$ cat src/rtl/spi_shifter_pkg.sv
// ----------------------------------------------------------------------------
// spi_pkg
// Shared definitions for the SPI transfer engine: the data_width codes, a
// helper that turns a width code into a bit count, and the FSM state type.
// Ports: none (package).
// ----------------------------------------------------------------------------
package spi_pkg;

   // Width codes as written by software into the control register.
   // Code 2'b11 is reserved and treated like W8.
   localparam logic [1:0] W8  = 2'b00;
   localparam logic [1:0] W32 = 2'b01;
   localparam logic [1:0] W16 = 2'b10;

   // Number of bits moved by one transfer for a given width code.
   function automatic logic [5:0] nbits(input logic [1:0] code);
      case (code)
         W32:     nbits = 6'd32;
         W16:     nbits = 6'd16;
         default: nbits = 6'd8;
      endcase
   endfunction

   // IDLE waits for start, LOW is the sclk=0 half period, HIGH the sclk=1 one.
   typedef enum logic [1:0] {
      IDLE = 2'b00,
      LOW  = 2'b01,
      HIGH = 2'b10
   } state_e;

endpackage

$ cat src/rtl/spi_shifter_if.sv
// ----------------------------------------------------------------------------
// spi_shifter_if
// Bundles the request side (start, transmit word, control snapshot), the
// result side (data_rx, rdy) and the serial pins (sclk, mosi, miso).
// Modports:
//   master - the register block / bench: drives the request and miso.
//   slave  - the shifter: consumes the request, drives result and sclk/mosi.
// ----------------------------------------------------------------------------
interface spi_shifter_if;
   import spi_pkg::*;

   logic        fast;
   logic [1:0]  data_width;
   logic        msbyte_first;
   logic        start;
   logic [31:0] data_tx;
   logic [31:0] data_rx;
   logic        rdy;
   logic        sclk;
   logic        mosi;
   logic        miso;

   modport master (
      output fast, data_width, msbyte_first, start, data_tx, miso,
      input  data_rx, rdy, sclk, mosi
   );

   modport slave (
      input  fast, data_width, msbyte_first, start, data_tx, miso,
      output data_rx, rdy, sclk, mosi
   );

endinterface

$ cat src/rtl/spi_shifter_byte_order.sv
// ----------------------------------------------------------------------------
// spi_byte_order
// Purely combinational byte reorder between a register-layout word and the
// uniform shift image, where the first bit on the wire sits in bit 31 and the
// active bits occupy the top of the image.
//   INVERSE = 0 : word  -> image (transmit side, before shifting out)
//   INVERSE = 1 : image -> word  (receive side, after shifting in)
// Ports:
//   width_i     - width code (W8/W16/W32)
//   msbFirst_i  - 1 = top byte of the active width travels first
//   word_i      - input word (register layout or image, depending on INVERSE)
//   word_o      - reordered output, zero outside the active bits
// ----------------------------------------------------------------------------
module spi_byte_order
   import spi_pkg::*;
#(
   parameter bit INVERSE = 1'b0
) (
   input  logic [1:0]  width_i,
   input  logic        msbFirst_i,
   input  logic [31:0] word_i,
   output logic [31:0] word_o
);

   // Bits within a byte are always MSB first, so only whole bytes move.
   // The 32-bit byte swap is its own inverse; the 16-bit and 8-bit cases
   // differ between directions because the image is top-aligned while the
   // register word is bottom-aligned.
   always_comb begin
      word_o = 32'h0;
      if (!INVERSE) begin
         case (width_i)
            W32: word_o = msbFirst_i ? word_i
                        : {word_i[7:0], word_i[15:8], word_i[23:16], word_i[31:24]};
            W16: word_o = msbFirst_i ? {word_i[15:0], 16'h0}
                        : {word_i[7:0], word_i[15:8], 16'h0};
            default: word_o = {word_i[7:0], 24'h0};
         endcase
      end else begin
         case (width_i)
            W32: word_o = msbFirst_i ? word_i
                        : {word_i[7:0], word_i[15:8], word_i[23:16], word_i[31:24]};
            W16: word_o = msbFirst_i ? {16'h0, word_i[31:16]}
                        : {16'h0, word_i[23:16], word_i[31:24]};
            default: word_o = {24'h0, word_i[31:24]};
         endcase
      end
   end

endmodule

$ cat src/rtl/spi_shifter.sv
// ----------------------------------------------------------------------------
// spi_shifter
// Bit-serial SPI mode 0 transfer engine behind the SPI data register. A
// one-cycle start while idle launches one full-duplex transfer of 8, 16 or
// 32 bits; the received word appears on data_rx when rdy returns high.
// Ports:
//   clk  - system clock
//   rst  - synchronous, active-high reset (aborts any transfer)
//   bus  - spi_shifter_if.slave: fast, data_width, msbyte_first, start,
//          data_tx, miso in; data_rx, rdy, sclk, mosi out
// Parameters:
//   SLOW_HALF - sclk half period in clk cycles when fast=0 (>= 2)
//   FAST_HALF - sclk half period in clk cycles when fast=1 (>= 2)
// ----------------------------------------------------------------------------
module spi_shifter
   import spi_pkg::*;
#(
   parameter int unsigned SLOW_HALF = 64,
   parameter int unsigned FAST_HALF = 2
) (
   input  logic         clk,
   input  logic         rst,
   spi_shifter_if.slave bus
);

   localparam int HALF_W = 16;

   state_e            state_q, state_d;
   logic [HALF_W-1:0] halfCnt_q, halfCnt_d;
   logic [4:0]        bitCnt_q, bitCnt_d;
   logic              fast_q, fast_d;
   logic [1:0]        width_q, width_d;
   logic              msbFirst_q, msbFirst_d;
   logic [30:0]       txShift_q, txShift_d;
   logic [31:0]       rxShift_q, rxShift_d;
   logic              sclk_q, sclk_d;
   logic              mosi_q, mosi_d;
   logic              rdy_q, rdy_d;
   logic [31:0]       dataRx_q, dataRx_d;

   logic [31:0]       txImage;
   logic [31:0]       rxImage;
   logic [31:0]       rxWord;
   logic [HALF_W-1:0] halfStart;
   logic [HALF_W-1:0] halfReload;

   // Transmit word turned into the MSB-first shift image; only consumed on
   // the start edge, so it may follow the live inputs.
   spi_byte_order #(.INVERSE(1'b0)) txOrder (
      .width_i    (bus.data_width),
      .msbFirst_i (bus.msbyte_first),
      .word_i     (bus.data_tx),
      .word_o     (txImage)
   );

   // Received bits sit at the bottom of rxShift_q with the first bit highest;
   // lift them to the top so the inverse reorder sees the same image layout.
   always_comb begin
      case (width_q)
         W32:     rxImage = rxShift_q;
         W16:     rxImage = {rxShift_q[15:0], 16'h0};
         default: rxImage = {rxShift_q[7:0], 24'h0};
      endcase
   end

   spi_byte_order #(.INVERSE(1'b1)) rxOrder (
      .width_i    (width_q),
      .msbFirst_i (msbFirst_q),
      .word_i     (rxImage),
      .word_o     (rxWord)
   );

   // Half-period reload: the first one comes from the live fast input at
   // start, later ones from the latched copy so mid-transfer changes do nothing.
   always_comb begin
      halfStart  = bus.fast ? HALF_W'(FAST_HALF - 1) : HALF_W'(SLOW_HALF - 1);
      halfReload = fast_q   ? HALF_W'(FAST_HALF - 1) : HALF_W'(SLOW_HALF - 1);
   end

   // Next-state logic. Each half period lasts exactly HALF cycles, so a
   // transfer keeps rdy low for 2*HALF*N cycles. mosi changes only on the
   // falling sclk edge (or at start), giving HALF cycles of setup before
   // each rising edge where miso is sampled.
   always_comb begin
      state_d    = state_q;
      halfCnt_d  = halfCnt_q;
      bitCnt_d   = bitCnt_q;
      fast_d     = fast_q;
      width_d    = width_q;
      msbFirst_d = msbFirst_q;
      txShift_d  = txShift_q;
      rxShift_d  = rxShift_q;
      sclk_d     = sclk_q;
      mosi_d     = mosi_q;
      rdy_d      = rdy_q;
      dataRx_d   = dataRx_q;

      case (state_q)
         IDLE: begin
            if (bus.start) begin
               fast_d     = bus.fast;
               width_d    = bus.data_width;
               msbFirst_d = bus.msbyte_first;
               txShift_d  = txImage[30:0];
               mosi_d     = txImage[31];
               bitCnt_d   = 5'(nbits(bus.data_width) - 6'd1);
               halfCnt_d  = halfStart;
               rdy_d      = 1'b0;
               state_d    = LOW;
            end
         end
         LOW: begin
            if (halfCnt_q == '0) begin
               sclk_d    = 1'b1;
               rxShift_d = {rxShift_q[30:0], bus.miso};
               halfCnt_d = halfReload;
               state_d   = HIGH;
            end else begin
               halfCnt_d = halfCnt_q - 1'b1;
            end
         end
         HIGH: begin
            if (halfCnt_q == '0) begin
               sclk_d = 1'b0;
               if (bitCnt_q == 5'd0) begin
                  rdy_d    = 1'b1;
                  mosi_d   = 1'b1;
                  dataRx_d = rxWord;
                  state_d  = IDLE;
               end else begin
                  bitCnt_d  = bitCnt_q - 5'd1;
                  mosi_d    = txShift_q[30];
                  txShift_d = {txShift_q[29:0], 1'b0};
                  halfCnt_d = halfReload;
                  state_d   = LOW;
               end
            end else begin
               halfCnt_d = halfCnt_q - 1'b1;
            end
         end
         default: state_d = IDLE;
      endcase
   end

   // State register. Reset drops straight back to idle values and clears
   // data_rx, so an aborted transfer never leaks partial receive data.
   always_ff @(posedge clk) begin
      if (rst) begin
         state_q    <= IDLE;
         halfCnt_q  <= '0;
         bitCnt_q   <= '0;
         fast_q     <= 1'b0;
         width_q    <= W8;
         msbFirst_q <= 1'b0;
         txShift_q  <= '0;
         rxShift_q  <= '0;
         sclk_q     <= 1'b0;
         mosi_q     <= 1'b1;
         rdy_q      <= 1'b1;
         dataRx_q   <= '0;
      end else begin
         state_q    <= state_d;
         halfCnt_q  <= halfCnt_d;
         bitCnt_q   <= bitCnt_d;
         fast_q     <= fast_d;
         width_q    <= width_d;
         msbFirst_q <= msbFirst_d;
         txShift_q  <= txShift_d;
         rxShift_q  <= rxShift_d;
         sclk_q     <= sclk_d;
         mosi_q     <= mosi_d;
         rdy_q      <= rdy_d;
         dataRx_q   <= dataRx_d;
      end
   end

   assign bus.sclk    = sclk_q;
   assign bus.mosi    = mosi_q;
   assign bus.rdy     = rdy_q;
   assign bus.data_rx = dataRx_q;

endmodule
$ cat src/flat_wrapper.sv
// flat-port wrapper written by rule: the top's interface ports become plain ports
module spi_shifter_flat import spi_pkg::*;
#(
   parameter int unsigned SLOW_HALF = 64,
   parameter int unsigned FAST_HALF = 2
)
  (clk, rst, bus_fast, bus_data_width, bus_msbyte_first, bus_start, bus_data_tx, bus_miso, bus_data_rx, bus_rdy, bus_sclk, bus_mosi);
  spi_shifter_if bus_i ();
  input  logic clk;
  input  logic rst;
  input wire logic [$bits(bus_i.fast)-1:0] bus_fast;
  input wire logic [$bits(bus_i.data_width)-1:0] bus_data_width;
  input wire logic [$bits(bus_i.msbyte_first)-1:0] bus_msbyte_first;
  input wire logic [$bits(bus_i.start)-1:0] bus_start;
  input wire logic [$bits(bus_i.data_tx)-1:0] bus_data_tx;
  input wire logic [$bits(bus_i.miso)-1:0] bus_miso;
  output wire logic [$bits(bus_i.data_rx)-1:0] bus_data_rx;
  output wire logic [$bits(bus_i.rdy)-1:0] bus_rdy;
  output wire logic [$bits(bus_i.sclk)-1:0] bus_sclk;
  output wire logic [$bits(bus_i.mosi)-1:0] bus_mosi;
  assign bus_i.fast = bus_fast;
  assign bus_i.data_width = bus_data_width;
  assign bus_i.msbyte_first = bus_msbyte_first;
  assign bus_i.start = bus_start;
  assign bus_i.data_tx = bus_data_tx;
  assign bus_i.miso = bus_miso;
  assign bus_data_rx = bus_i.data_rx;
  assign bus_rdy = bus_i.rdy;
  assign bus_sclk = bus_i.sclk;
  assign bus_mosi = bus_i.mosi;
  spi_shifter #(.SLOW_HALF(SLOW_HALF), .FAST_HALF(FAST_HALF)) u_core (.clk(clk), .rst(rst), .bus(bus_i));
endmodule
$ cat config.mk
export PLATFORM = sky130hd
export DESIGN_NAME = spi_shifter_flat
export DESIGN_NICKNAME = d
export VERILOG_FILES = /design/src/rtl/spi_shifter_pkg.sv /design/src/rtl/spi_shifter_if.sv /design/src/rtl/spi_shifter_byte_order.sv /design/src/rtl/spi_shifter.sv /design/src/flat_wrapper.sv
export SDC_FILE = /design/constraint.sdc
export NUM_CORES = 1
export LEC_CHECK = 0
export CORE_UTILIZATION = 62
export DETAILED_ROUTE_END_ITERATION = 12
export HOLD_SLACK_MARGIN = 0.05
export PLACE_DENSITY = 0.86
export RECOVER_POWER = 100
export SKIP_CTS_REPAIR_TIMING = 1
export SYNTH_ARGS = -nofsm -noshare
export SYNTH_HDL_FRONTEND = slang
export SYNTH_HIERARCHICAL = 1
export SYNTH_SLANG_ARGS = --single-unit
$ cat constraint.sdc
create_clock -name clk -period 3.8 [get_ports clk]
set_input_delay 0.76 -clock clk [delete_from_list [all_inputs] [get_ports clk]]
set_output_delay 0.76 -clock clk [all_outputs]
set_load 0.03 [all_outputs]
# After elaboration in Yosys (flattened, before gate mapping)
# Cells that the tools add are included.
# word_totals
ff_bits	125
input_bits	40
out_inout_bits	35
word_cells	83
# classes
n_addsub	3
n_eq_ne	12
muxes	41
n_reduce_logical	15
# ops
op	n
32-bit case mux with 2 select lines	3
32-bit 2-to-1 mux	3
31-bit 2-to-1 mux	3
16-bit 2-to-1 mux	5
31-bit case mux with 2 select lines	1
16-bit case mux with 3 select lines	1
5-bit 2-to-1 mux	5
5-bit case mux with 2 select lines	2
16-bit zero test	1
16-bit by 1-bit subtractor with 16-bit output, second input constant	1
3-bit AND reduction	5
6-bit 2-to-1 mux	2
5-bit by 1-bit subtractor with 5-bit output, second input constant	2
1-bit 2-to-1 mux	9
4-bit AND reduction	2
2-bit by 1-bit == test with 1-bit output, second input constant	3
2-bit == test, second input constant	3
2-bit 2-to-1 mux	3
2-bit by 1-bit inequality test with 1-bit output, second input constant	3
1-bit case mux with 2 select lines	3
2-bit case mux with 3 select lines	1
5-bit zero test	1
2-bit inequality test, second input constant	2
2-bit AND reduction	2
other kinds (4)	5

# Longest topological paths before layout
# Gate-level depths: netlist of run 1.
# depth
word_depth	7
ltp_mapped	11
ltp_nobuf	9

# Modules after synthesis
# The synthesis of run 1 kept the hierarchy.
# modules_own_cells
module	n_inst	cells_each	area_per_inst_um2	seq_area_each_um2
spi_shifter	1	731	5929.4	2502.4
spi_byte_order (u_core.txOrder)	1	86	681.9	0.0
spi_byte_order (u_core.rxOrder)	1	85	675.6	0.0

# Worst setup path after synthesis of run 1
# No wires, ideal clock.
# synth_path
path_type	reg2reg
from	register u_core.halfCnt_q[0]
to	register u_core.dataRx_q[10] (netlist: u_core/bus.data_rx[10])
setup_time_ns	0.132
t_arrival_ns	2.436
t_required_ns	3.668
setup_slack_ns	1.231
path_stages_with_launch	11
path_buffers	3
synth_period_minus_slack_ns	2.569
path_cell_list	dfxtp_1 inv_1 ha_1 or3b_2 or4_4 buf_6 or3_1 buf_2 buf_6 nand2_1 a21oi_1
# synth_via
elab_chain_len	2
# synth_lines
item	line_no	text
start: declaration	spi_shifter.sv:29	logic [HALF_W-1:0] halfCnt_q, halfCnt_d;
start signal: assignment	spi_shifter.sv:163	halfCnt_q <= halfCnt_d;
16-bit zero test	spi_shifter.sv:123	if (halfCnt_q == '0) begin
3-bit AND reduction (no source line)	--	
end signal: assignment	spi_shifter.sv:173	dataRx_q <= dataRx_d;
end: declaration	spi_shifter.sv:39	logic [31:0] dataRx_q, dataRx_d;
# No other way between the ends.
# A chain may end at the register's enable or synchronous reset.

# Final worst setup path of run 1
# layout_path
from	register u_core.halfCnt_q[0]
to	register u_core.dataRx_q[21] (netlist: u_core/bus.data_rx[21])
# Same word-level chain as after synthesis.

==> results of run 1 <==
metrics by stage:
stage / power (mW) / instances / utilization [%] / worst slack [ns]
3_5_place_dp: 3.50 / 1053 / 68.5 / 0.770
5_1_grt: 5.29 / 1085 / 73.1 / 0.288
3_3_place_gp: 3.47 / 1053 / 68.5 / 0.815
2_1_floorplan: 3.19 / 902 / - / 1.23
6_report: 5.03 / 1085 / 73.1 / 0.432
4_1_cts: 5.04 / 1085 / 73.5 / 0.737
cell usage after synthesis (3+ instances only):
| cell type | count | area (µm²) |
|---|---|---|
| ha_1 | 18 | 225 |
| nor2b_1 | 5 | 31.3 |
| o2bb2ai_1 | 33 | 289 |
| a41oi_1 | 3 | 26.3 |
| a22oi_1 | 52 | 390 |
| or2_2 | 3 | 18.8 |
| o21ai_0 | 21 | 105 |
| nor3_1 | 11 | 55.1 |
| nand2b_1 | 4 | 25.0 |
| nand4_1 | 3 | 18.8 |
| or3_1 | 4 | 25.0 |
| dfxtp_1 | 125 | 2500 |
| nand2_1 | 154 | 578 |
| nand3b_1 | 3 | 22.5 |
| a31oi_1 | 5 | 31.3 |
| a21oi_1 | 117 | 586 |
| nor4_1 | 5 | 31.3 |
| nand3_1 | 10 | 50.1 |
| mux2i_1 | 62 | 621 |
| and2_1 | 19 | 119 |
| or4_1 | 5 | 37.5 |
| nor3_4 | 3 | 48.8 |
| mux2_2 | 4 | 45.0 |
| buf_2 | 7 | 35.0 |
| a311oi_1 | 3 | 26.3 |
| buf_6 | 20 | 225 |
| nor2_1 | 62 | 233 |
| inv_1 | 21 | 78.8 |
| a211oi_1 | 36 | 270 |
| clkbuf_1 | 43 | 161 |
| buf_4 | 8 | 60.1 |
how the worst max path moves through the flow:
stage	depth (start not counted)	slack, ns	startpoint	endpoint
5_1_grt	8	0.29	u_core/halfCnt_q[0]$_SDFFE_PP0P_	u_core/bus.data_rx[26]$_SDFFE_PP0P_
2_1_floorplan	10	1.23	u_core/halfCnt_q[0]$_SDFFE_PP0P_	u_core/bus.data_rx[10]$_SDFFE_PP0P_
6_report	8	0.43	u_core/halfCnt_q[0]$_SDFFE_PP0P_	u_core/bus.data_rx[21]$_SDFFE_PP0P_
3_3_place_gp	8	0.82	u_core/halfCnt_q[0]$_SDFFE_PP0P_	u_core/bus.data_rx[20]$_SDFFE_PP0P_
4_1_cts	8	0.74	u_core/halfCnt_q[0]$_SDFFE_PP0P_	u_core/txShift_q[5]$_SDFFE_PP0P_
3_5_place_dp	8	0.77	u_core/halfCnt_q[0]$_SDFFE_PP0P_	u_core/bus.data_rx[16]$_SDFFE_PP0P_
state kept, by name, summed over array words and instances, names as in the netlist:
name	flops
u_core/fast_q	1
u_core/bitCnt_q	5
u_core/bus.mosi	1
u_core/msbFirst_q	1
u_core/width_q	2
u_core/rxShift_q	32
u_core/halfCnt_q	16
u_core/bus.sclk	1
u_core/bus.rdy	1
u_core/bus.data_rx	32
u_core/txShift_q	31
u_core/state_q	2
power breakdown:
part	internal [mW]	total [mW]	switching [mW]	leakage, nW
Sequential	1.52	1.70	0.180	1.02
Combinational	0.668	1.80	1.13	1.55
Clock	0.906	1.53	0.629	0.262
area by class of cell:
| cell class | instances | area, µm² | area share [%] |
|---|---|---|---|
| tap | 143 | 179 | 2.14 |
| inverter | 21 | 78.8 | 0.944 |
| sequential | 125 | 2500 | 30.0 |
| timing repair buffer | 88 | 835 | 9.99 |
| clock inverter | 15 | 143 | 1.71 |
| multi-input combinational | 676 | 4190 | 50.1 |
| clock buffer | 17 | 425 | 5.09 |
critical path, stage by stage, from the launching register on:
cell and delay [ns]:
dfxtp_1 0.31, inv_1 0.12, ha_1 0.22, or3b_2 0.52, or4_1 0.68, or3_1 0.70, clkbuf_1 0.40, nand2_1 0.18
a21oi_1 0.07
kinds of logic (layout without fill, tap and decap cells):
kind of cell | Yosys count | count (layout) | share of synthesized area, %
AND/OR/NAND/NOR | 301 | 301 | 19.1
buffers and inverters | 101 | 141 | 7.81
flip-flops | 125 | 125 | 34.3
multiplexers | 66 | 66 | 9.13
AO/OA/AOI/OAI | 289 | 289 | 26.3
adder cells (fa/ha/maj) | 18 | 18 | 3.09
XOR/XNOR | 2 | 2 | 0.240
layer usage:
layer | global-route usage, % | share of wire [%] | vias up
met3 | 5.10 | 6.7 | 32
met2 | 45.2 | 46 | 300
li1 | - | - | 3301
met1 | 41.6 | 46 | 3184
met4 | 9.69 | 1.7 | 0
met5 | 0 | 0 | -
==> flow_summary_export.csv, run 1 <==
group,metric,value,unit
sta,finalClockSkew,0.00922,ns
global_routing,antenna_found_initial,0,
setup_path,cp-end-kind,"flop",
floorplan,initial_core_util,63.8,%
detailed_routing,drt_iter0_drc,880,
global_routing,grt_pass1_wl,29900,µm
sta,relSlewSlack,21.7,%
synthesis,syn-num-nets,960,
clocking,clockBufferDepth,2,
global_routing,grt_max_degree,83,
detailed_routing,vias,6817,
setup_path,cp_max_fo,19,
global_routing,grt.overflow.total,0,
cells_and_area,drive_gt1_share,6.79,%
place,placed_area,7820,µm²
setup_path,reg2reg_slack,0.43,ns
cells_and_area,area_growth,14.6,%
synthesis,synth-async-reset-ratio,0,%
setup_path,crit_required,4.06,ns
flow_run,max_cap_viol_count,0,
global_routing,grt_usage,29.3,%
setup_path,r2r_cells,8,
power,total_leakage_power,2.83,nW
clocking,clkSinkCount,125,
power,vdd_drop_max,603,µV
synthesis,yosysWarnings,6,
setup_path,cp.arrival,3.63,ns
setup_path,setup.worst_path.class,"reg -> reg",
run_status,status,"finished clean",
clocking,cts_tree,"built",
cells_and_area,nets,987,
synthesis,syn_inst,902,
detailed_routing,wl_per_cell,16.5,µm
sta,setup_viol_count_final,0,
floorplan,die_area,12200,µm²
min_path,holdPathStages,2,
clocking,clk-insertion-delay-late,0.42,ns
min_path,hold_path.class,"reg -> reg",
sta,hold_ws,0.448,ns
floorplan,row_count,39,
detailed_routing,ant_nets,0,
clocking,path_clk_slew,0.06,ns
synthesis,ys_ff_latch,125,
place,place.gp.congestion,0.920,
detailed_routing,drc,0,
setup_path,cp-start-kind,"flop",
detailed_routing,first_pass_iters,5,
floorplan,core_area,11400,µm²
sta,fin_tns_setup,0,ns
cells_and_area,antenna_cells,0,
sta,final_hold_viol_count,0,
setup_path,timing.rr.end,"u_core/bus.data_rx[21]$_SDFFE_PP0P_",
sta,min_period,3.37,ns
floorplan,die_h,110,µm
setup_path,r2r-start,"u_core/halfCnt_q[0]$_SDFFE_PP0P_",
clocking,cts_buffers,17,
detailed_routing,wl,17900,µm
cells_and_area,mostFrequentLayoutCells,"154 x nand2_1, 125 x dfxtp_1, 117 x a21oi_1, 62 x nor2_1, 62 x mux2i_1",
min_path,whs_endpoint,"u_core/bus.data_rx[20]$_SDFFE_PP0P_",
cells_and_area,fillCellCount,898,
cells_and_area,fin_area,8350,µm²
synthesis,seq_area_frac_synth,34.3,%
sta,worst_pin_slew,1.17,ns
clocking,htree_levels,4,
power,power_density,602,nW/µm²
sta,slew_violations,0,
synthesis,syn_avg_cell_area,8.08,µm²
place,hpwlAfterDp,11900,µm
synthesis,synth_flop_cell,"dfxtp_1",
min_path,hold_start,"u_core/bus.data_rx[20]$_SDFFE_PP0P_",
synthesis,netlist-cell-type-count,56,
synthesis,syn_area,7290,µm²
floorplan,io_pins,75,
place,port_buffers,74,
detailed_routing,viasPerCell,6.28,
synthesis,synth-edff-count,0,
sta,rsz0062_at_grt,"no",
cells_and_area,layout_commonest_cell,"nand2_1",
clocking,root_buffer,"clkbuf_16",
sta,max_freq,297,MHz
sta,period_share,88.6,%
floorplan,die_w,110,µm
global_routing,grt_pass1_vias,6096,
(Power assumes the default switching activity.)
==> inputs of run 2 (changes only) <==
--- a/config.mk
+++ b/config.mk
@@ -7,7 +7,7 @@
 export LEC_CHECK = 0
 export CORE_UTILIZATION = 62
 export DETAILED_ROUTE_END_ITERATION = 12
-export HOLD_SLACK_MARGIN = 0.05
+export HOLD_SLACK_MARGIN = 0.06
 export PLACE_DENSITY = 0.86
 export RECOVER_POWER = 100
 export SKIP_CTS_REPAIR_TIMING = 1
==> results of run 2 <==
Final layout, timing and power as in run 1 (identical DEF).
==> inputs of run 3 (changes only) <==
--- a/config.mk
+++ b/config.mk
@@ -5,13 +5,13 @@
 export SDC_FILE = /design/constraint.sdc
 export NUM_CORES = 1
 export LEC_CHECK = 0
-export CORE_UTILIZATION = 62
+export CORE_MARGIN = 5
+export CORE_UTILIZATION = 61
 export DETAILED_ROUTE_END_ITERATION = 12
 export HOLD_SLACK_MARGIN = 0.06
-export PLACE_DENSITY = 0.86
+export PLACE_DENSITY = 0.85
 export RECOVER_POWER = 100
 export SKIP_CTS_REPAIR_TIMING = 1
 export SYNTH_ARGS = -nofsm -noshare
 export SYNTH_HDL_FRONTEND = slang
-export SYNTH_HIERARCHICAL = 1
 export SYNTH_SLANG_ARGS = --single-unit
==> run 3 against run 2 <==
The flow now finishes with violations (capacitance limit, slew limit). Worst setup slack better by 0.12 ns. Routed wire length is 8.4% higher. Worst hold slack worse by 0.0018 ns. Clock-buffer cell count is 8 higher. Sequential cell count stayed put. Synthesized area is 7.5% lower. Register-to-register slack better by 0.12 ns. Clock skew is 0.00090 ns lower. Synthesized cell count is 2.7% lower. Die area is 8.7% higher. First-iteration DRC count is 5.1% lower. Fmax is 3.8% higher. Critical path type unchanged. Largest cell class unchanged. Largest power group is now the clock network. Highest routed layer unchanged.
==> flow_summary_export.csv, run 3 <==
group,metric,value,unit
power,vdd_drop_max,516,µV
global_routing,grt_max_degree,70,
clocking,cts_buffers,17,
sta,finalClockSkew,0.00832,ns
floorplan,die_h,115,µm
min_path,whs_endpoint,"u_core.bus.data_rx[24]$_SDFFE_PP0P_",
synthesis,synth_flop_cell,"dfxtp_1",
sta,final_hold_viol_count,0,
global_routing,grt.overflow.total,0,
setup_path,crit_path_start,"u_core.halfCnt_q[0]$_SDFFE_PP0P_",
synthesis,synth_common_cells,"150 x nand2_1, 125 x dfxtp_1, 124 x a21oi_1",
clocking,path_clk_slew,0.06,ns
power,power_frac_comb,33.0,%
synthesis,synth.area.top_cells,"dfxtp_1 37%, a21oi_1 9.2%, nand2_1 8.4%",
synthesis,syn-num-nets,928,
detailed_routing,vias,6912,
sta,rsz0062_at_grt,"no",
power,p_sw,1.75,mW
power,power_density,614,nW/µm²
sta,slew_violations,43,
sta,fin_tns_setup,0,ns
synthesis,synth-edff-count,0,
cells_and_area,drive_gt1_share,5.84,%
min_path,holdPathStages,2,
detailed_routing,highest_layer,"met4",
synthesis,syn_area,6740,µm²
place,place.gp.congestion,0.906,
synthesis,yosysMostFrequentCell,"nand2_1",
setup_path,cp-start-kind,"flop",
global_routing,antenna_found_initial,0,
cells_and_area,area_growth,19.0,%
setup_path,cp_max_fo,32,
place,hpwlAfterDp,12700,µm
clocking,clk-insertion-delay-late,0.52,ns
setup_path,setup.worst_path.class,"reg -> reg",
cells_and_area,fin_area,8020,µm²
cells_and_area,seqCellArea,2500,µm²
detailed_routing,drt_iter0_drc,835,
detailed_routing,wl_met1,7930,µm
synthesis,syn_inst,878,
power,sw_frac_of_total,35.6,%
detailed_routing,viasPerCell,6.50,
sta,relSlewSlack,-28.6,%
power,total_leakage_power,2.96,nW
sta,period_share,85.4,%
cells_and_area,fillCellCount,844,
global_routing,grt_usage,29.6,%
synthesis,yosysTopAreaCellShare,37.1,%
sta,hold_ws,0.446,ns
floorplan,die_area,13200,µm²
global_routing,grt_pass1_vias,6579,
min_path,hold_start,"u_core.bus.data_rx[24]$_SDFFE_PP0P_",
clocking,clkSinkCount,125,
sta,setup_slack,0.555,ns
floorplan,io_pins,75,
synthesis,netlist-cell-type-count,65,
global_routing,grt_pass1_wl,32100,µm
place,port_buffers,74,
cells_and_area,layout_commonest_cell,"nand2_1",
sta,max_freq,308,MHz
detailed_routing,first_pass_iters,6,
cells_and_area,multi_input_area,3850,µm²
setup_path,cp-end-kind,"flop",
floorplan,die_w,115,µm
synthesis,ys_ff_latch,125,
power,pwr-share-clk,34.0,%
flow_run,max_cap_viol_count,1,
detailed_routing,wl,19400,µm
setup_path,reg2reg_slack,0.56,ns
synthesis,synth_top_cell_by_area,"dfxtp_1",
cells_and_area,mostFrequentLayoutCells,"150 x nand2_1, 125 x dfxtp_1, 124 x a21oi_1, 73 x nor2_1, 37 x clkdlybuf4s50_1",
setup_path,timing.rr.end,"u_core.bus.data_rx[27]$_SDFFE_PP0P_",
power,p_int,3.17,mW
clocking,root_buffer,"clkbuf_8",
floorplan,core_area,10800,µm²
min_path,hold_path.class,"reg -> reg",
clocking,clockBufferDepth,2,
detailed_routing,drc,0,
detailed_routing,ant_nets,0,
clocking,htree_levels,4,
place,place_ws,0.590,ns
sta,min_period,3.24,ns
cells_and_area,antenna_cells,0,
setup_path,crit_required,4.22,ns
sta,setup_viol_count_final,0,
floorplan,initial_core_util,62.2,%
setup_path,r2r_cells,8,
cells_and_area,nets,962,
sta,worst_pin_slew,1.93,ns
detailed_routing,met2_length,9490,µm
run_status,status,"complete, but fails checks",
run_status,violations,"capacitance limit, slew limit",
synthesis,yosysWarnings,0,
floorplan,row_count,38,
clocking,cts_tree,"built",
synthesis,synth-async-reset-ratio,0,%
detailed_routing,met3WireLength,1470,µm
setup_path,cp.arrival,3.66,ns
synthesis,syn_avg_cell_area,7.67,µm²
place,placed_area,7460,µm²
synthesis,seq_area_frac_synth,37.1,%
power,seqPwrFrac,33.0,%
detailed_routing,wl_per_cell,18.3,µm
setup_path,r2r-start,"u_core.halfCnt_q[0]$_SDFFE_PP0P_",
run 3: cell types whose count changed after synthesis, moves of 16 or more:
cell	change
a22oi_1	-44
mux2i_1	-33
and2_1	-17
a211oi_1	-16
o211ai_1	+16
buf_6	-19
o2bb2ai_1	-25
nor3_1	+16
run 3: cell families (layout without fill, tap and decap cells):
family,count (synthesis),in the layout,synth area share [%]
AND/OR/NAND/NOR,331,331,22.3
XOR/XNOR,1,1,0.130
adder cells (fa/ha/maj),10,10,1.86
multiplexers,29,29,4.31
buffers and inverters,89,135,5.35
AO/OA/AOI/OAI,293,293,28.9
flip-flops,125,125,37.1
run 3: how the worst max path moves through the flow:
stage	to	slack, ns	cells past startpoint
4_1_cts	u_core.bus.data_rx[27]$_SDFFE_PP0P_	0.84	8
2_1_floorplan	u_core.txShift_q[23]$_SDFFE_PP0P_	1.53	9
6_report	u_core.bus.data_rx[27]$_SDFFE_PP0P_	0.56	8
5_1_grt	u_core.bus.data_rx[30]$_SDFFE_PP0P_	0.34	8
3_3_place_gp	u_core.txShift_q[0]$_SDFFE_PP0P_	0.71	7
3_5_place_dp	u_core.txShift_q[8]$_SDFFE_PP0P_	0.59	9
run 3: final cells by class:
| cell class | count | share of cell area [%] |
|---|---|---|
| tap | 140 | 2.18 |
| clock inverter | 6 | 1.65 |
| timing repair buffer | 89 | 10.3 |
| sequential | 125 | 31.2 |
| clock buffer | 25 | 5.91 |
| multi-input combinational | 664 | 48.0 |
| inverter | 15 | 0.702 |
run 3: worst max-delay path, cell delays in order (launching register included):
cell and delay [ns]:
dfxtp_1 0.31, inv_1 0.09, ha_1 0.36, nor4b_1 0.57
and4_1 0.56, nand3_1 0.20, clkbuf_2 0.41, or3_1 0.49
a21oi_1 0.15
run 3: power by group through the flow:
stage / clock (mW) / combinational [mW] / sequential (mW)
floorplan: 0 / 1.23 / 1.63
global placement: 0 / 1.53 / 1.63
detailed placement: 0 / 1.60 / 1.64
CTS: 1.68 / 1.62 / 1.62
global route: 1.75 / 1.77 / 1.64
finish: 1.68 / 1.63 / 1.63
run 3: routing by layer:
layer,track usage [%],up-vias
li1,-,3253
met1,37.3,3260
met2,48.6,343
met3,6.58,56
met4,13.1,0
met5,0,-
run 3: metrics by stage:
step                      total power [mW]  util [%]  instances
final                                 4.93      74.0       1064
after floorplan                       2.86         -        878
after CTS                             4.92      74.4       1064
after global placement                3.17      68.8       1033
after detailed placement              3.25      68.8       1033
after global routing                  5.17      74.0       1064
